===== src/rtl/snitch_tcdm_pkg.sv =====
// Shared types and constants for the TCDM bank arbiter slice.
package snitch_tcdm_pkg;

   localparam int unsigned TcdmNumReq    = 4;
   localparam int unsigned TcdmDepth     = 512;
   localparam int unsigned TcdmDataWidth = 64;
   localparam int unsigned TcdmAddrWidth = $clog2(TcdmDepth);

   // Requester index width; a single requester still needs one bit.
   function automatic int unsigned idx_width(input int unsigned n);
      return (n > 32'd1) ? 32'($clog2(n)) : 32'd1;
   endfunction

   localparam int unsigned IdxWidth = idx_width(TcdmNumReq);

   typedef enum logic {
      INIT,
      RUN
   } arb_state_e;

   // Payload of the winning requester as presented to the bank.
   typedef struct packed {
      logic                         we;
      logic [TcdmAddrWidth-1:0]     addr;
      logic [TcdmDataWidth/8-1:0]   be;
      logic [TcdmDataWidth-1:0]     wdata;
   } bank_req_t;

endpackage


===== src/rtl/snitch_rr_arbiter.sv =====
// Round-robin pick over NumReq requests with a registered priority pointer.
module snitch_rr_arbiter
   import snitch_tcdm_pkg::*;
#(
   parameter int unsigned NumReq = TcdmNumReq,
   localparam int unsigned IdxW  = idx_width(NumReq)
) (
   input  logic              clk,
   input  logic              rst,
   input  logic              en,
   input  logic [NumReq-1:0] req,
   output logic [NumReq-1:0] gnt_c,
   output logic [IdxW-1:0]   idx_c
);

   logic [IdxW-1:0] ptr_q;
   logic [IdxW:0]   cand;
   logic            found;

   // First requester at or after the pointer, wrapping around.
   always_comb begin
      gnt_c = '0;
      idx_c = '0;
      found = 1'b0;
      cand  = '0;
      for (int unsigned k = 0; k < NumReq; k++) begin
         cand = {1'b0, ptr_q} + (IdxW+1)'(k);
         if (cand >= (IdxW+1)'(NumReq)) cand = cand - (IdxW+1)'(NumReq);
         if (!found && req[cand[IdxW-1:0]]) begin
            found = 1'b1;
            idx_c = cand[IdxW-1:0];
         end
      end
      if (found) gnt_c = NumReq'(1) << idx_c;
   end

   // Pointer moves just past the winner on every grant.
   always_ff @(posedge clk) begin
      if (rst) begin
         ptr_q <= '0;
      end else if (en) begin
         ptr_q <= (idx_c == IdxW'(NumReq-1)) ? '0 : idx_c + 1'b1;
      end
   end

endmodule


===== src/rtl/snitch_tcdm_bank_arbiter.sv =====
// Shares one single-port TCDM bank between NumReq requesters, with optional
// zero-fill of the bank after reset.
module snitch_tcdm_bank_arbiter
   import snitch_tcdm_pkg::*;
#(
   parameter int unsigned NumReq       = TcdmNumReq,
   parameter int unsigned TCDMDepth    = TcdmDepth,
   parameter int unsigned DataWidth    = TcdmDataWidth,
   parameter bit          ClearOnReset = 1'b1,
   parameter int unsigned AddrWidth    = $clog2(TCDMDepth)
) (
   input  logic                            clk_i,
   input  logic                            rst_i,
   input  logic [NumReq-1:0]               req_i,
   input  logic [NumReq-1:0]               we_i,
   input  logic [NumReq*AddrWidth-1:0]     addr_i,
   input  logic [NumReq*(DataWidth/8)-1:0] be_i,
   input  logic [NumReq*DataWidth-1:0]     wdata_i,
   output logic [NumReq-1:0]               gnt_o,
   output logic [NumReq-1:0]               rvalid_o,
   output logic [DataWidth-1:0]            rdata_o,
   output logic                            init_done_o,
   output logic                            mem_cs_o,
   output logic                            mem_wen_o,
   output logic [AddrWidth-1:0]            mem_add_o,
   output logic [DataWidth/8-1:0]          mem_be_o,
   output logic [DataWidth-1:0]            mem_wdata_o,
   input  logic [DataWidth-1:0]            mem_rdata_i
);

   localparam int unsigned IdxW    = idx_width(NumReq);
   localparam int unsigned BeWidth = DataWidth / 8;

   arb_state_e      state_q;
   logic [AddrWidth:0] clr_addr_q;
   logic [AddrWidth:0] clr_next;
   logic            init_done_q;
   logic            valid_q;
   logic [IdxW-1:0] idx_q;
   logic [NumReq-1:0] arb_gnt;
   logic [IdxW-1:0] win_idx;
   logic            arb_en;
   bank_req_t       win_req;

   assign arb_en   = (state_q == RUN) && !rst_i && (|req_i);
   assign clr_next = clr_addr_q + 1'b1;

   snitch_rr_arbiter #(
      .NumReq (NumReq)
   ) i_rr_arbiter (
      .clk   (clk_i),
      .rst   (rst_i),
      .en    (arb_en),
      .req   (req_i),
      .gnt_c (arb_gnt),
      .idx_c (win_idx)
   );

   // Select the winning requester's payload.
   always_comb begin
      win_req       = '0;
      win_req.we    = we_i[win_idx];
      win_req.addr  = addr_i[win_idx*AddrWidth +: AddrWidth];
      win_req.be    = be_i[win_idx*BeWidth +: BeWidth];
      win_req.wdata = wdata_i[win_idx*DataWidth +: DataWidth];
   end

   // Bank port and grant: clear sweep in INIT, winner pass-through in RUN.
   always_comb begin
      gnt_o       = '0;
      mem_cs_o    = 1'b0;
      mem_wen_o   = 1'b0;
      mem_add_o   = '0;
      mem_be_o    = '0;
      mem_wdata_o = '0;
      if (!rst_i) begin
         unique case (state_q)
            INIT: begin
               mem_cs_o    = 1'b1;
               mem_wen_o   = 1'b1;
               mem_add_o   = clr_addr_q[AddrWidth-1:0];
               mem_be_o    = '1;
               mem_wdata_o = '0;
            end
            RUN: begin
               gnt_o       = arb_gnt;
               mem_cs_o    = |req_i;
               mem_wen_o   = win_req.we;
               mem_add_o   = win_req.addr;
               mem_be_o    = win_req.be;
               mem_wdata_o = win_req.wdata;
            end
            default: ;
         endcase
      end
   end

   // Response valid is decoded from the registered winner; reset masks it.
   always_comb begin
      rvalid_o = '0;
      if (valid_q && !rst_i) rvalid_o[idx_q] = 1'b1;
   end

   assign rdata_o     = mem_rdata_i;
   assign init_done_o = init_done_q;

   // Sweep/run state, clear address and response tracking.
   always_ff @(posedge clk_i) begin
      if (rst_i) begin
         state_q     <= ClearOnReset ? INIT : RUN;
         clr_addr_q  <= '0;
         init_done_q <= !ClearOnReset;
         valid_q     <= 1'b0;
         idx_q       <= '0;
      end else begin
         valid_q <= arb_en;
         idx_q   <= win_idx;
         unique case (state_q)
            INIT: begin
               clr_addr_q <= clr_next;
               if (clr_next == (AddrWidth+1)'(TCDMDepth)) begin
                  state_q     <= RUN;
                  init_done_q <= 1'b1;
               end
            end
            RUN: ;
            default: state_q <= INIT;
         endcase
      end
   end

endmodule


===== config.mk =====
export PLATFORM = sky130hd
export DESIGN_NAME = snitch_tcdm_bank_arbiter
export DESIGN_NICKNAME = d
export VERILOG_FILES = /design/src/rtl/snitch_tcdm_pkg.sv /design/src/rtl/snitch_rr_arbiter.sv /design/src/rtl/snitch_tcdm_bank_arbiter.sv
export SDC_FILE = /design/constraint.sdc
export NUM_CORES = 1
export LEC_CHECK = 0
export ABC_AREA = 1
export CAP_MARGIN = 40
export CORE_AREA = 2 2 217 219
export CTS_BUF_LIST = sky130_fd_sc_hd__clkbuf_4 sky130_fd_sc_hd__clkbuf_8
export CTS_CLUSTER_DIAMETER = 50
export CTS_CLUSTER_SIZE = 40
export DETAILED_ROUTE_END_ITERATION = 12
export DIE_AREA = 0 0 219 221
export PLACE_DENSITY = 0.46
export SLEW_MARGIN = 20
export SYNTH_ARGS = -nofsm -noshare
export SYNTH_HDL_FRONTEND = slang
export SYNTH_SLANG_ARGS = --single-unit
export TNS_END_PERCENT = 50

===== constraint.sdc =====
create_clock -name clk_i -period 2.9 [get_ports clk_i]
set_clock_uncertainty 0.2 [all_clocks]
set_input_delay 0.29 -clock clk_i [delete_from_list [all_inputs] [get_ports clk_i]]
set_output_delay 0.29 -clock clk_i [all_outputs]
set_load 0.01 [all_outputs]

# Word-level counts from Yosys, hierarchy flattened
# Index checks and enable logic that the tools add are counted.
# word_totals
mem_count	0
ram_bits	0
mem_bits_ro	0
ff_bits	17
latchBits	0
inputBits	398
# classes
mul	1
reduce_logical	13
magnitude_cmp	11
div	0
shift	4
bitwise_logic	1
n_mux	41
add_sub_neg	9
n_eq_ne	2
# op_table
op	count
256-bit by 9-bit indexed part select with 64-bit output	1
64-bit one-hot mux with 2 select lines	1
64-bit 2-to-1 mux	1
36-bit by 7-bit indexed part select with 9-bit output	1
32-bit by 6-bit indexed part select with 8-bit output	1
2-bit by 3-bit less-than comparator with 1-bit output, second input constant	6
2-bit 2-to-1 mux	9
9-bit one-hot mux with 2 select lines	1
4-bit 2-to-1 mux	4
8-bit one-hot mux with 2 select lines	1
1-bit 2-to-1 mux	14
10-bit by 1-bit adder with 10-bit output, second input constant	1
1-bit binary-select mux with 2-bit select	5
10-bit == test, second input constant	1
3-bit >= comparator, second input constant	3
9-bit 2-to-1 mux	1
8-bit 2-to-1 mux	1
2-bit by 1-bit subtractor with 2-bit output, second input constant	4
1-bit logical AND	7
2-bit by 2-bit adder with 3-bit output, second input constant	2
2-bit by 4-bit multiplier with 6-bit output, second input constant	1
1-bit zero test	4
1-bit one-hot mux with 2 select lines	2
4-bit OR reduction	1
9 further kinds	9

# Depth between registers and ports, before layout
# Gate-level depths: netlist of the first run.
# logic_depth
ltp_word	18
depth_mapped	16

# Modules after synthesis
# Synthesis of the first run repeated with hierarchy kept, for this count alone.
# unflattened
hier_cells	908
hier_area_um2	4593.2
# modules_own_cells
mod	cells_each	instances	area_per_inst_um2	seq_area_each_um2
snitch_tcdm_bank_arbiter	827	1	4120.2	300.3
snitch_rr_arbiter	81	1	473.0	40.0

# Worst setup path before layout of the first run
# No wires, ideal clock.
# synth_path
path_type	reg2out
start	register i_rr_arbiter.ptr_q[0]
end	output gnt_o[3]
stages_incl_launch_ff	15
t_arrival_ns	1.869
path_slack_ns	0.541
required_ns	2.410
path_cell_list	dfxtp_1 -> buf_4 -> nand2_2 -> nand3_1 -> nand2_1 -> nor2_1 -> nand3_1 -> nand2_4 -> nand2_4 -> inv_4 -> buf_8 -> buf_4 -> ha_1 -> inv_1 -> nor2_1
# synth_via
elab_chain_len	18
# synth_lines
element	line_no	rtl
start: declaration	snitch_rr_arbiter.sv:16	logic [IdxW-1:0] ptr_q;
start signal: assignment	snitch_rr_arbiter.sv:42	ptr_q <= (idx_c == IdxW'(NumReq-1)) ? '0 : idx_c + 1'b1;
branches (longest 15 deep; another with 2-bit by 1-bit adder with 3-bit output)	--	
4-bit 2-to-1 mux *	snitch_rr_arbiter.sv:34	if (found) gnt_c = NumReq'(1) << idx_c;
4-bit 2-to-1 mux *	snitch_tcdm_bank_arbiter.sv:77	unique case (state_q)
4-bit 2-to-1 mux *	snitch_tcdm_bank_arbiter.sv:76	if (!rst_i) begin
end: declaration	snitch_tcdm_bank_arbiter.sv:19	output logic [NumReq-1:0] gnt_o,
# Mark *: on every way between the ends. The select of a mux whose other input is x is not followed.

# Final worst setup path of the first run
# layout_path
start	register i_rr_arbiter.ptr_q[0]
end	output mem_wdata_o[33]
# layout_via
elab_chain_len	17
# layout_lines
element	line_no	rtl
branches (longest 13 deep; another with 2-bit by 1-bit adder with 3-bit output)	--	
2-bit 2-to-1 mux *	snitch_rr_arbiter.sv:29	if (!found && req[cand[IdxW-1:0]]) begin
256-bit by 9-bit indexed part select with 64-bit output *	snitch_tcdm_bank_arbiter.sv:65	win_req.wdata = wdata_i[win_idx*DataWidth +: DataWidth];
64-bit one-hot mux with 2 select lines *	snitch_tcdm_bank_arbiter.sv:77	
64-bit 2-to-1 mux *	snitch_tcdm_bank_arbiter.sv:76	
end: declaration	snitch_tcdm_bank_arbiter.sv:27	output logic [DataWidth-1:0] mem_wdata_o,
# Marks and branches as above.

==> run_results.csv, run 1 <==
group,metric,value,unit
yosys,avgSynthCellArea,4.765,um2
power,powerDensity,168.8,nW/um2
finish,n_fill_cell,5247,
yosys,ys_async_sr_fraction,0,
die,num_io_pins,554,
run_status,run_status,"complete, but fails checks",
yosys,synth.most_common_cell,"nand2_1",
die,rows,79,
clock_network,clockBufferDepth,2,
clock_network,cts_tree,"built",
yosys,synth_edf_count,0,
global_routing,track_usage,0.1335,
yosys,synth_warnings,0,
critical_path,startpoint_type,"register",
finish,drive_above_1_share,0.2454,
global_routing,overflow,0,
clock_network,clk_pin_slew,70,ps
drt,drc,0,
yosys,synth_top_area_cell,"nand2_1",
critical_path,rr_endpoint,"i_rr_arbiter.ptr_q[1]",
critical_path,criticalPathCategory,"reg -> out",
critical_path,crit_path_end_kind,"output pin",
worst_hold_path,hp-class,"reg -> reg",
critical_path,r2r-start,"i_rr_arbiter.ptr_q[0]",
flow_run,maxCapViolations,0,
die,die_w,219,um
finish,instances_no_fill,2143,
sta,fmax,0.3351,GHz
critical_path,cp_data_required_time,2410,ps
drt,vias_per_cell,3.954,
placement,gp_congestion,0.8692,
power,irDropWorstVdd,0.1184,mV
placement,dp.cells,2076,
die,die_h,221,um
sta,max_slew_margin,0.7665,
critical_path,endpoint,"mem_wdata_o[33]",
yosys,yosys-top-cells-count,"nand2_1 (501), inv_1 (177), nand3_1 (131)",
global_routing,grt_antenna_before_repair,4,
sta,worst_slew_pin_slew,350.3,ps
yosys,synthTopCellsByArea,"nand2_1 (35%), inv_1 (13%), nand3_1 (12%), buf_4 (10%), dfxtp_1 (6.4%)",
drt,wl,36880,um
critical_path,reg2reg_depth,16,
power,p_total,0.001981,W
die,start_util,0.1151,
critical_path,reg2reg_slack,390,ps
drt,vias,8473,
placement,hpwl,24530,um
clock_network,cts_made_buffers,3,
critical_path,crit_fanout,6,
finish,nNetsFinal,1937,
critical_path,cp-startpoint,"i_rr_arbiter.ptr_q[0]",
run_status,violations,"setup timing",
clock_network,root_buffer,"clkbuf_8",
drt,dr.first_iter.drc_count,291,
sta,slew_violations,0,
global_routing,grt_max_degree,49,
drt,dr.pass1.iters,6,
yosys,synth_flop_cell,"dfxtp_1",
placement,port_buffers,425,
die,die_area,48400,um2
yosys,synth.distinct_cells,28,
sta,finalSetupTns,-1081,ps
yosys,synth.top_cell.area_share,0.3546,
sta,final.period_utilization,1.029,
sta,final-hold-violation-count,0,
yosys,synth.net_count,1513,
sta,setup_violations,37,
global_routing,grt_first_pass_wirelength,49370,um
sta,fin_crit,2984,ps
finish,area_delta_synth_final,121.3,%
die,core_area,46060,um2
sta,rsz0062_at_grt,"yes",
critical_path,critPathArrivalTime,2490,ps
yosys,ys_seq_area_frac,0.06417,
finish,n_antenna_cell,0,
sta,finalWorstSetupSlack,-83.93,ps
placement,dp_slack,-559.4,ps
clock_network,clkSinkCount,17,
drt,postRouteAntennaNets,0,
yosys,synth-seq-cells,17,
clock_network,clk_latency,260,ps
clock_network,htree_levels,1,
yosys,syn_inst,1113,
global_routing,grt_pass1_vias,8426,
power,power.leakage,5.761,nW
drt,wire_per_inst,17.21,um
yosys,syn-cell-area,5304,um2
-- stage by stage --
step                      instance area (um2)  utilization  hold WS [ps]
after floorplan                          5304            -         275.8
after global placement                  10090       0.2190         251.1
after detailed placement                10090       0.2190         276.4
after CTS                               10830       0.2352         299.8
after global routing                    11740       0.2549         338.4
final                                   11740       0.2549         287.5
-- cells in the final DEF (no fill, tap or decap), types with 5 or more instances in the layout --
master,synthesis,routed
dlygate4sd2_1,0,5
buf_16,0,15
nor2_1,17,12
nand2_2,4,50
a21oi_2,0,36
nand2_1,501,432
a21oi_1,67,31
nand3_2,0,31
buf_4,72,55
clkdlybuf4s50_1,0,335
buf_12,0,24
inv_1,177,174
nand3_1,131,98
nand2_4,2,21
clkbuf_16,0,13
buf_8,1,8
o22ai_1,6,6
nor3_1,10,8
xor2_1,8,8
buf_2,29,71
dfxtp_1,17,15
nand3b_1,13,13
buf_6,10,20
nand4_1,10,10
-- final cells by class --
cell class                      count  area [um2]  share of cell area
Timing Repair Buffer              551        5772              0.4916
Clock buffer                        3       41.29            0.003517
Timing Repair inverter              1       30.03            0.002558
Sequential cell                    17       347.8             0.02963
Inverter                          183       728.2             0.06203
Multi-Input combinational cell    780        4056              0.3455
Tap cell                          607       759.5             0.06469
Clock inverter                      1       5.005           0.0004263
-- how the worst min path moves through the flow --
stage / startpoint / to / slack, ps / depth (start not counted)
floorplan: clr_addr_q[9] / clr_addr_q[9] / 280 / 2
detailed placement: init_done_o / init_done_o / 280 / 2
global route: init_done_o / init_done_o / 340 / 2
CTS: init_done_o / init_done_o / 300 / 2
finish: init_done_o / init_done_o / 290 / 2
global placement: init_done_o / init_done_o / 250 / 2
-- timing repair --
item	4_1_cts	5_1_grt
gates cloned	16	13
hold buffers	0	0
endpoints found under the setup margin	86	86
gates resized for setup	390	221
pin swaps	25	67
buffers inserted	23	18
-- sequential cells by signal, summed over array words and instances, names as in the netlist --
name and flops:
clr_addr_q 10, i_rr_arbiter.ptr_q 2, idx_q 2, init_done_o 1, state_q 1, valid_q 1
-- layer usage --
| layer | wire [um] | vias to the layer above | GRT usage |
|---|---|---|---|
| met5 | 34 | - | 0 |
| met4 | 1228 | 6 | 0.04599 |
| met3 | 2958 | 82 | 0.03134 |
| met2 | 18240 | 399 | 0.2457 |
| met1 | 14420 | 3824 | 0.1482 |
| li1 | - | 4162 | - |
-- power breakdown --
part	total, W	leakage, nW	switching, W	internal, W
Sequential	0.000242	0.139	0.00000522	0.000236
Combinational	0.00155	5.60	0.000672	0.000877
Clock	0.000190	0.0255	0.0000943	0.0000956
Total	0.00198	5.76	0.000772	0.00121
-- critical path, cell delays in order, from the launching register on --
cell and delay (ps):
dfxtp_4 420, buf_12 160, nand2_8 60, nand2_8 80, nand2_4 60, nand2_4 80, nor2_2 40, nor2_2 120
nand2_4 90, nand2_8 110, buf_12 140, clkinv_16 70, buf_12 150, buf_12 130, nand2_4 50, nand3_2 60
a21oi_2 150, buf_6 130, buf_6 90
-- kinds of logic after synthesis --
logic type,count (synthesis),share of synthesized area
AO/OA/AOI/OAI,81,0.07974
buffers and inverters,316,0.2982
adder cells (fa/ha/maj),2,0.004717
flip-flops,17,0.06417
AND/OR/NAND/NOR,689,0.5400
XOR/XNOR,8,0.01321
(Power assumes the default switching activity.)
==> inputs of run 2 (changes only) <==
CAP_MARGIN = 20   (was 40)
==> results of run 2 <==
No change in the layout: final DEF, timing and power equal those of run 1.
